### config.mk
export PLATFORM = sky130hd
export DESIGN_NAME = div32_16_seq
export DESIGN_NICKNAME = d
export VERILOG_FILES = /design/src/rtl/div_pkg.sv /design/src/rtl/div_step.sv /design/src/rtl/div32_16_seq.sv
export SDC_FILE = /design/constraint.sdc
export NUM_CORES = 1
export LEC_CHECK = 0
export CORE_MARGIN = 3
export CORE_UTILIZATION = 26
export DETAILED_ROUTE_END_ITERATION = 6
export SYNTH_ARGS = -nofsm -noshare
export SYNTH_HDL_FRONTEND = slang
export SYNTH_SLANG_ARGS = --single-unit
### constraint.sdc
create_clock -name clk -period 4.28 [get_ports clk]
set_input_delay 0.642 -clock clk [delete_from_list [all_inputs] [get_ports clk]]
set_output_delay 0.642 -clock clk [all_outputs]
set_load 0.02 [all_outputs]
### src/rtl/div_pkg.sv
`default_nettype none
// ============================================================================
//  Module      : div_pkg
//  Description : Shared types and constants for the sequential restoring divider.
//  Revision    : 1.0 - initial release
// ============================================================================
package div_pkg;

    typedef enum logic [1:0] {
        IDLE = 2'd0,
        CALC = 2'd1,
        DONE = 2'd2
    } state_t;

    localparam int DIV_N = 16;

    // Counter width for n steps; never narrower than one bit.
    function automatic int cnt_w(input int n);
        return (n > 1) ? $clog2(n) : 1;
    endfunction

    localparam int CNT_W = cnt_w(DIV_N);

    localparam logic [DIV_N-1:0] ALL_ONES = '1;

endpackage
`default_nettype wire

### src/rtl/div_step.sv
`default_nettype none
// ============================================================================
//  Module      : div_step
//  Description : One combinational restoring-division step (one quotient bit).
//  Revision    : 1.0 - initial release
// ============================================================================
module div_step #(
    parameter int N = 16
) (
    input  logic [N-1:0] rem,
    input  logic         next_bit,
    input  logic [N-1:0] divisor,
    output logic [N-1:0] new_rem,
    output logic         q_bit
);

    // Extra top bit holds the borrow of {rem, next_bit} - divisor.
    logic [N+1:0] w_diff;
    logic         w_borrow;

    assign w_diff   = {1'b0, rem, next_bit} - {2'b00, divisor};
    assign w_borrow = w_diff[N+1];
    assign q_bit    = ~w_borrow;
    assign new_rem  = w_borrow ? {rem[N-2:0], next_bit} : w_diff[N-1:0];

endmodule
`default_nettype wire

### src/rtl/div32_16_seq.sv
`default_nettype none
// ============================================================================
//  Module      : div32_16_seq
//  Description : 2N/N unsigned restoring divider, one quotient bit per cycle,
//                valid/ready on input and output.
//  Revision    : 1.0 - initial release
// ============================================================================
module div32_16_seq
    import div_pkg::*;
#(
    parameter int N = DIV_N
) (
    input  logic           clk,
    input  logic           rst_n,
    input  logic           in_valid,
    output logic           in_ready,
    input  logic [2*N-1:0] dividend,
    input  logic [N-1:0]   divisor,
    output logic           out_valid,
    input  logic           out_ready,
    output logic [N-1:0]   quotient,
    output logic [N-1:0]   remainder,
    output logic           div_by_zero,
    output logic           overflow
);

    localparam int CW = cnt_w(N);

    state_t        r_state;
    state_t        w_next;
    logic [N-1:0]  r_rem;
    logic [N-1:0]  r_sh;
    logic [N-1:0]  r_quo;
    logic [N-1:0]  r_div;
    logic [CW-1:0] r_cnt;
    logic          r_dbz;
    logic          r_ovf;

    logic          w_accept;
    logic          w_zero;
    logic          w_big;
    logic [N-1:0]  w_step_rem;
    logic          w_step_q;

    assign w_accept = in_valid && (r_state == IDLE);
    assign w_zero   = (divisor == '0);
    assign w_big    = (dividend[2*N-1:N] >= divisor);

    div_step #(.N(N)) u_step (
        .rem      (r_rem),
        .next_bit (r_sh[N-1]),
        .divisor  (r_div),
        .new_rem  (w_step_rem),
        .q_bit    (w_step_q)
    );

    always_ff @(posedge clk) begin
        if (!rst_n) r_state <= IDLE;
        else        r_state <= w_next;
    end

    always_comb begin
        w_next = r_state;
        case (r_state)
            IDLE: if (w_accept) w_next = (w_zero || w_big) ? DONE : CALC;
            CALC: if (r_cnt == '0) w_next = DONE;
            DONE: if (out_ready) w_next = IDLE;
            default: w_next = IDLE;
        endcase
    end

    always_ff @(posedge clk) begin
        if (!rst_n) begin
            r_rem <= '0;
            r_sh  <= '0;
            r_quo <= '0;
            r_div <= '0;
            r_cnt <= '0;
            r_dbz <= 1'b0;
            r_ovf <= 1'b0;
        end else begin
            case (r_state)
                IDLE: begin
                    if (w_accept) begin
                        r_dbz <= 1'b0;
                        r_ovf <= 1'b0;
                        // Divide-by-zero wins over overflow when both apply.
                        if (w_zero) begin
                            r_dbz <= 1'b1;
                            r_quo <= '1;
                            r_rem <= dividend[N-1:0];
                        end else if (w_big) begin
                            r_ovf <= 1'b1;
                            r_quo <= '1;
                            r_rem <= '1;
                        end else begin
                            r_rem <= dividend[2*N-1:N];
                            r_sh  <= dividend[N-1:0];
                            r_div <= divisor;
                            r_quo <= '0;
                            r_cnt <= CW'(N-1);
                        end
                    end
                end
                CALC: begin
                    r_rem <= w_step_rem;
                    r_sh  <= {r_sh[N-2:0], 1'b0};
                    r_quo <= {r_quo[N-2:0], w_step_q};
                    if (r_cnt != '0) r_cnt <= r_cnt - CW'(1);
                end
                default: ;
            endcase
        end
    end

    assign in_ready    = (r_state == IDLE);
    assign out_valid   = (r_state == DONE);
    assign quotient    = r_quo;
    assign remainder   = r_rem;
    assign div_by_zero = r_dbz;
    assign overflow    = r_ovf;

endmodule
`default_nettype wire

==> metrics.md <==
| Metric | Value |
|---|---|
| Outcome | finished clean |
| Yosys reg bits | slightly above 70 |
| Largest fanout on the critical path | 32 |
| Chip height | ~140 µm |
| Hold Slack | between 0.4 and 0.5 ns |
| Hold WC Path Type | register to register |
| Layout Nets | around 730 |
| Number of flops mapped to enable cells by yosys | 0 |
| Area growth syn-to-layout | 31.6% |
| Ant diodes | 0 |
| XOR/XNOR Fraction of Synth Area | 1.57% |
| # IOs | 88 |
| Combinational share of power | 45.8% |
| Max Clock Freq | approximately 300 MHz |
| Internal power | between 1.5 and 2 mW |
| Total CTS buffers | 9 |
| Iter 0 DRT Violations | around 350 |
| Post-CTS Setup Bufs | 0 |
| Leakage power | ~2.4 nW |
| Asr flop ratio synth | 0% |
| FF-to-FF path depth | 8 |
| Final Cycle Share | 76.8% |
| Core box area | 16700 µm² |
| Avg Inst Size Synth | between 7 and 8 µm² |
| Crit path kind | input pin to register |
| Sequential share of power | between 20% and 30% |
| Startpoint types | input pin |
| Clock power share | between 20% and 30% |
| # port buffers | 87 |
| YS warnings | 0 |
| Worst setup path startpoint | divisor[5] |
| Clk_lat worst skew | roughly 0.35 ns |
| Final setup skew | between 0.007 and 0.008 ns |
| Pins Over Slew Limit | 0 |
| Reg2Reg Capture Point | remainder[0]$_SDFFE_PN0P_ |
| Relative slew slack | between 20% and 30% |
| Mapped Cells | roughly 570 |
| DRT antenna net count | 0 |
| Final instance area | 5870 µm² |
| Synth unique cells | a little over 50 |
| Post-synthesis mux area share | between 5 and 6% |
| Unrepaired setup endpoints after global routing | no |
| First-pass GRT wire length | around 22000 µm |
| H-tree Lvls | 3 |
| Drt drc | 0 |
| Top-area cell type share of the netlist area | 32.3% |
| Power Dens Cells | 547 nW/µm² |
| Post-synthesis simple-gate area fraction | about 18% |
| Post-layout util | 35.2% |
| Sequential area share after synthesis | 32.3% |
| Routability Congestion | just over 0.9 |
| Total nets after synthesis | 660 |
| DP HPWL | ~11000 µm |
| Overflow after GRT | 0 |
| Largest net degree at the start of global routing | 40 |
| Maximum clock path buffer count | 2 |
| DRT Pass-1 Iters | 5 |
| Tot Pwr | ~3.2 mW |
| FP Rows | 47 |
| Crit. End Element | register |
| All-Layer GR Usage | 15.3% |
| R2R Setup Slk | 1.57 ns |
| Clock tree root driver cell | clkbuf_16 |
| Peak VDD IR | 0.188 mV |
| Drt wl/cell | roughly 16 µm |
| Die area | approximately 19000 µm² |
| Hold Vio Cnt, Final | 0 |
| Post-CTS sizing | 0 |
| Initial Util | between 20% and 30% |
| WL final | 14200 µm |
| Worst path required time | about 4.5 ns |
| Final min period | roughly 3.3 ns |
| Initial antenna violation count | 0 |
| Share of layout cells above drive strength 1 | roughly 5.2% |
| Post-synth top flop | dfxtp_1 |
| Clock sinks | 72 |
| Post-Synth Adder-Cell Area | slightly below 10% |
| Vias/cell | around 5.0 |
| Largest family of logic cells by synthesized area | compound AO/OA/AOI/OAI gates |
| Switching fraction of total power | roughly two fifths |
| Via count | 4388 |
| Dpl cell area | 5550 µm² |
| Mapped Area | 4460 µm² |
| Sw power | about 1.3 mW |
| Max-cap viol count | 0 |
| Number of global-route vias before repair | 4100 |
| Final setup violation count | 0 |
| Compound-Gate Fraction of Synth Area | 26.9% |
| Critical Path Sink | r_sh[8]$_SDFFE_PN0P_ |
| CTS tree | done |
| Hold Buf Count CTS | 0 |
| Synth top area cells | dfxtp_1 32%, ha_1 9.3%, a21oi_1 7.3% |
| Arr. time, crit path | roughly 3.5 ns |
| Worst R2R Start | remainder[2]$_SDFFE_PN0P_ |
| Clock transition at path regs | about 0.060 ns |
| Dominant cell type by area after synthesis | dfxtp_1 |
| Total negative slack | 0 ns |
| Die width | 137 µm |
| Actual slew at the worst max-slew pin | roughly 1.1 ns |
## cells by family (layout without fill, tap and decap cells)
| group | Yosys count | in the layout |
|---|---|---|
| buffers and inverters | 74 | 152 |
| AO/OA/AOI/OAI | 185 | 185 |
| flip-flops | 72 | 72 |
| adder cells (fa/ha/maj) | 34 | 34 |
| XOR/XNOR | 8 | 8 |
| multiplexers | 23 | 23 |
| AND/OR/NAND/NOR | 178 | 178 |
## synth_stat cells (10+ instances only)
master     n
a21oi_1   65
a311oi_1  16
a31oi_1   17
clkbuf_1  23
dfxtp_1   72
ha_1      33
inv_1     38
mux2i_1   23
nand2_1   71
nand3_1   10
nor2_1    56
o21ai_0   30
## critical path, cell delays in order
cell             delay (ns)
clkdlybuf4s50_1        0.54
inv_1                  0.07
ha_1                   0.30
a21o_1                 0.18
a211o_1                0.30
o31ai_1                0.50
nand3_1                0.25
a21oi_2                0.19
buf_4                  0.34
a311oi_1               0.16
## cell type report
type	count	area, µm²
Multi-Input combinational cell	428	2730
Clock inverter	6	92.6
Tap cell	220	275
Inverter	38	143
Clock buffer	10	229
Timing Repair Buffer	98	966
Sequential cell	72	1440
Fill cell	1758	10800
## through the flow
step           instances  setup slack (ns)
6_report             872             0.992
5_1_grt              872             0.752
3_3_place_gp         856             0.713
2_1_floorplan        574              1.57
4_1_cts              872              1.04
3_5_place_dp         856             0.666
## power groups by stage
stage / Sequential [mW] / Combinational (mW) / Clock (mW)
2_1_floorplan: 0.977 / 0.961 / 0
3_3_place_gp: 0.927 / 1.46 / 0
3_5_place_dp: 0.924 / 1.47 / 0
4_1_cts: 0.912 / 1.48 / 0.842
5_1_grt: 0.929 / 1.63 / 0.867
6_report: 0.913 / 1.47 / 0.828
## worst min path at each step
stage | from | to | slack [ns] | depth (start not counted)
after floorplan | r_sh[0]$_SDFFE_PN0P_ | r_sh[0]$_SDFFE_PN0P_ | 0.45 | 2
after detailed placement | overflow$_SDFFE_PN0P_ | overflow$_SDFFE_PN0P_ | 0.45 | 2
final | div_by_zero$_SDFFE_PN0P_ | div_by_zero$_SDFFE_PN0P_ | 0.46 | 2
after CTS | div_by_zero$_SDFFE_PN0P_ | div_by_zero$_SDFFE_PN0P_ | 0.46 | 2
after global routing | div_by_zero$_SDFFE_PN0P_ | div_by_zero$_SDFFE_PN0P_ | 0.49 | 2
after global placement | overflow$_SDFFE_PN0P_ | overflow$_SDFFE_PN0P_ | 0.45 | 2
## per-layer routing
layer / share of wire, % / GRT usage, %
met5: 0 / 0
met4: 2.1 / 5.54
met3: 5.8 / 2.13
met2: 45 / 24.3
met1: 47 / 21.1
## cells in the final DEF (no fill, tap or decap), types with 4 or more instances in the layout
cell	netlist	routed
clkdlybuf4s50_1	0	87
clkbuf_16	0	9
xnor2_1	5	5
mux2i_1	23	23
dfxtp_1	72	72
buf_4	0	10
o211ai_1	6	6
o31ai_1	4	4
a311oi_1	16	16
o21a_1	9	9
nor4_1	7	7
o21ai_0	30	30
nor3_1	7	7
a31oi_1	17	17
ha_1	33	33
nand3_1	10	10
o221ai_1	8	8
or3_1	6	6
a21o_1	9	9
nor2_1	56	54
nand4_1	6	6
inv_1	38	38
a21oi_1	65	64
nand2_1	71	71
## flip-flops by register name, indices dropped and copies added (netlist names)
register	count
r_sh	16
r_cnt	4
remainder	16
div_by_zero	1
r_div	16
overflow	1
r_state	2
quotient	16
(Power assumes the default switching activity.)
==> variant: new RTL, config.mk and constraints unchanged <==
The package constant `DIV_N` goes from 16 to 18.
--- a/src/rtl/div_pkg.sv
+++ b/src/rtl/div_pkg.sv
@@ -12,7 +12,7 @@
         DONE = 2'd2
     } state_t;
 
-    localparam int DIV_N = 16;
+    localparam int DIV_N = 18;
 
     // Counter width for n steps; never narrower than one bit.
     function automatic int cnt_w(input int n);
Interface: changed (resized dividend, divisor, quotient and remainder); port bits go from 88 to 98. The function was not compared with the original's and may differ.
==> variant against the unedited design <==
- wire length up 14%
- first-iteration DRC count fell by 5.4%
- sequential cell count rose by 9
- power down 4.0%
- design area increased by 12%
- non-clock buffer count up 11
- die area increased by 13%
- sequential power up 4.8%
- area after synthesis is 13% higher
- setup slack worse by 0.073 ns
- critical endpoint is now r_div[12]
==> variant: results (changes against the unedited design) <==
hold path endpoint r_div[3]; dominant cells by area after synthesis dfxtp_1 32%, ha_1 9.4%, nand2_1 8.5%; P_leak 2.758 nW (+17%); flop2flop setup slack 1.07 ns (-0.50 ns); gr usage total 0.1507 (-0.002179); Total Power 0.003086 W (-4.0%); Worst Skew 0.01075 ns (+0.003156 ns); reg2reg start remainder[7]; reg2reg end remainder[15]; proportion of layout cells with a drive suffix above 1 0.05213 (about the same); Worst Tran Pin Value 0.9745 ns (-0.08988 ns); post-synth cell types 59 (+16%); syn nets 741 (+12%); Vias/cell 4.891 (-2.8%); first-pass GRT wire length 25.54 mm (+15%); IO buf count 97 (+11%); hpwl dp 12.47 mm (+17%); drt first pass iters 6 (+1); compound-gate portion of the synthesized area 0.2505 (-0.01843); total routed wirelength 16.25 mm (+14%); Post-Syn Instances 644 (+12%); Placed Cells 975 (+14%); Max VDD drop 0.0002143 V (+14%); GPL Wtd Cong 0.8668 (-4.5%); CP arrival 3.63 ns (+0.15 ns); P_seq 0.000957 W (+4.8%); vias in the first global route 4631 (+13%); Max Buffers Root-to-Sink 2 (unchanged); xor/xnor share of the synthesized area 0.02428 (+0.008578); run status complete, no violations; most frequent cells after synthesis 115 x nand2_1, 81 x dfxtp_1, 47 x inv_1; drt initial violations 335 (-5.4%); Layout Nets 823 (+12%); CP max FO 17 (-47%); fillers 2016 (+15%); total number of vias 4837 (+10%); hold_sp r_div[3]; Pint 0.001971 W (+1.4%)
[variant: changes by cell type after synthesis, sizes merged, moves of 15 or more]
cell,before,now
nand2,71,115
a21oi,66,34
a21boi,2,21
o211a,1,18
nor3,7,23
a311oi,16,1
nor2,56,41
[variant: per-layer routing]
layer  track usage  routed length [um]
met1        0.1979                7406
met2        0.2512                7719
met3       0.03644                 864
met4       0.03561                 260
met5             0                   0
[variant: worst max path at each step]
stage / to / slack [ns] / cells past startpoint
final: r_div[12] / 0.92 / 13
after global routing: r_div[5] / 0.73 / 13
after CTS: r_div[5] / 0.92 / 12
after detailed placement: r_div[5] / 0.55 / 12
after global placement: r_div[8] / 0.60 / 12
after floorplan: quotient[10] / 1.44 / 12
[variant: worst max-delay path: stages]
cell,delay [ns]
clkdlybuf4s50_1,0.55
inv_1,0.07
ha_1,0.28
a21o_1,0.18
a21o_1,0.16
a221o_1,0.37
a221oi_2,0.31
o21ai_2,0.09
buf_4,0.20
nor3_2,0.36
buf_12,0.20
nand2_1,0.06
a21boi_0,0.15
[variant: cell type report]
type | instances | area [um^2] | area share
repair buffers | 109 | 1069 | 0.1620
clock inverters | 3 | 65.06 | 0.009862
inverters | 47 | 176.4 | 0.02674
clock buffers | 11 | 252.7 | 0.03831
multi-input cells | 478 | 3088 | 0.4680
flip-flops and latches | 81 | 1622 | 0.2458
well taps | 260 | 325.3 | 0.04931
[variant: metrics by stage]
stage,area (um^2),hold WS (ns)
6_report,6598,0.4643
5_1_grt,6598,0.4779
4_1_cts,6598,0.4640
3_5_place_dp,6280,0.4568
3_3_place_gp,6280,0.4515
2_1_floorplan,5050,0.4362
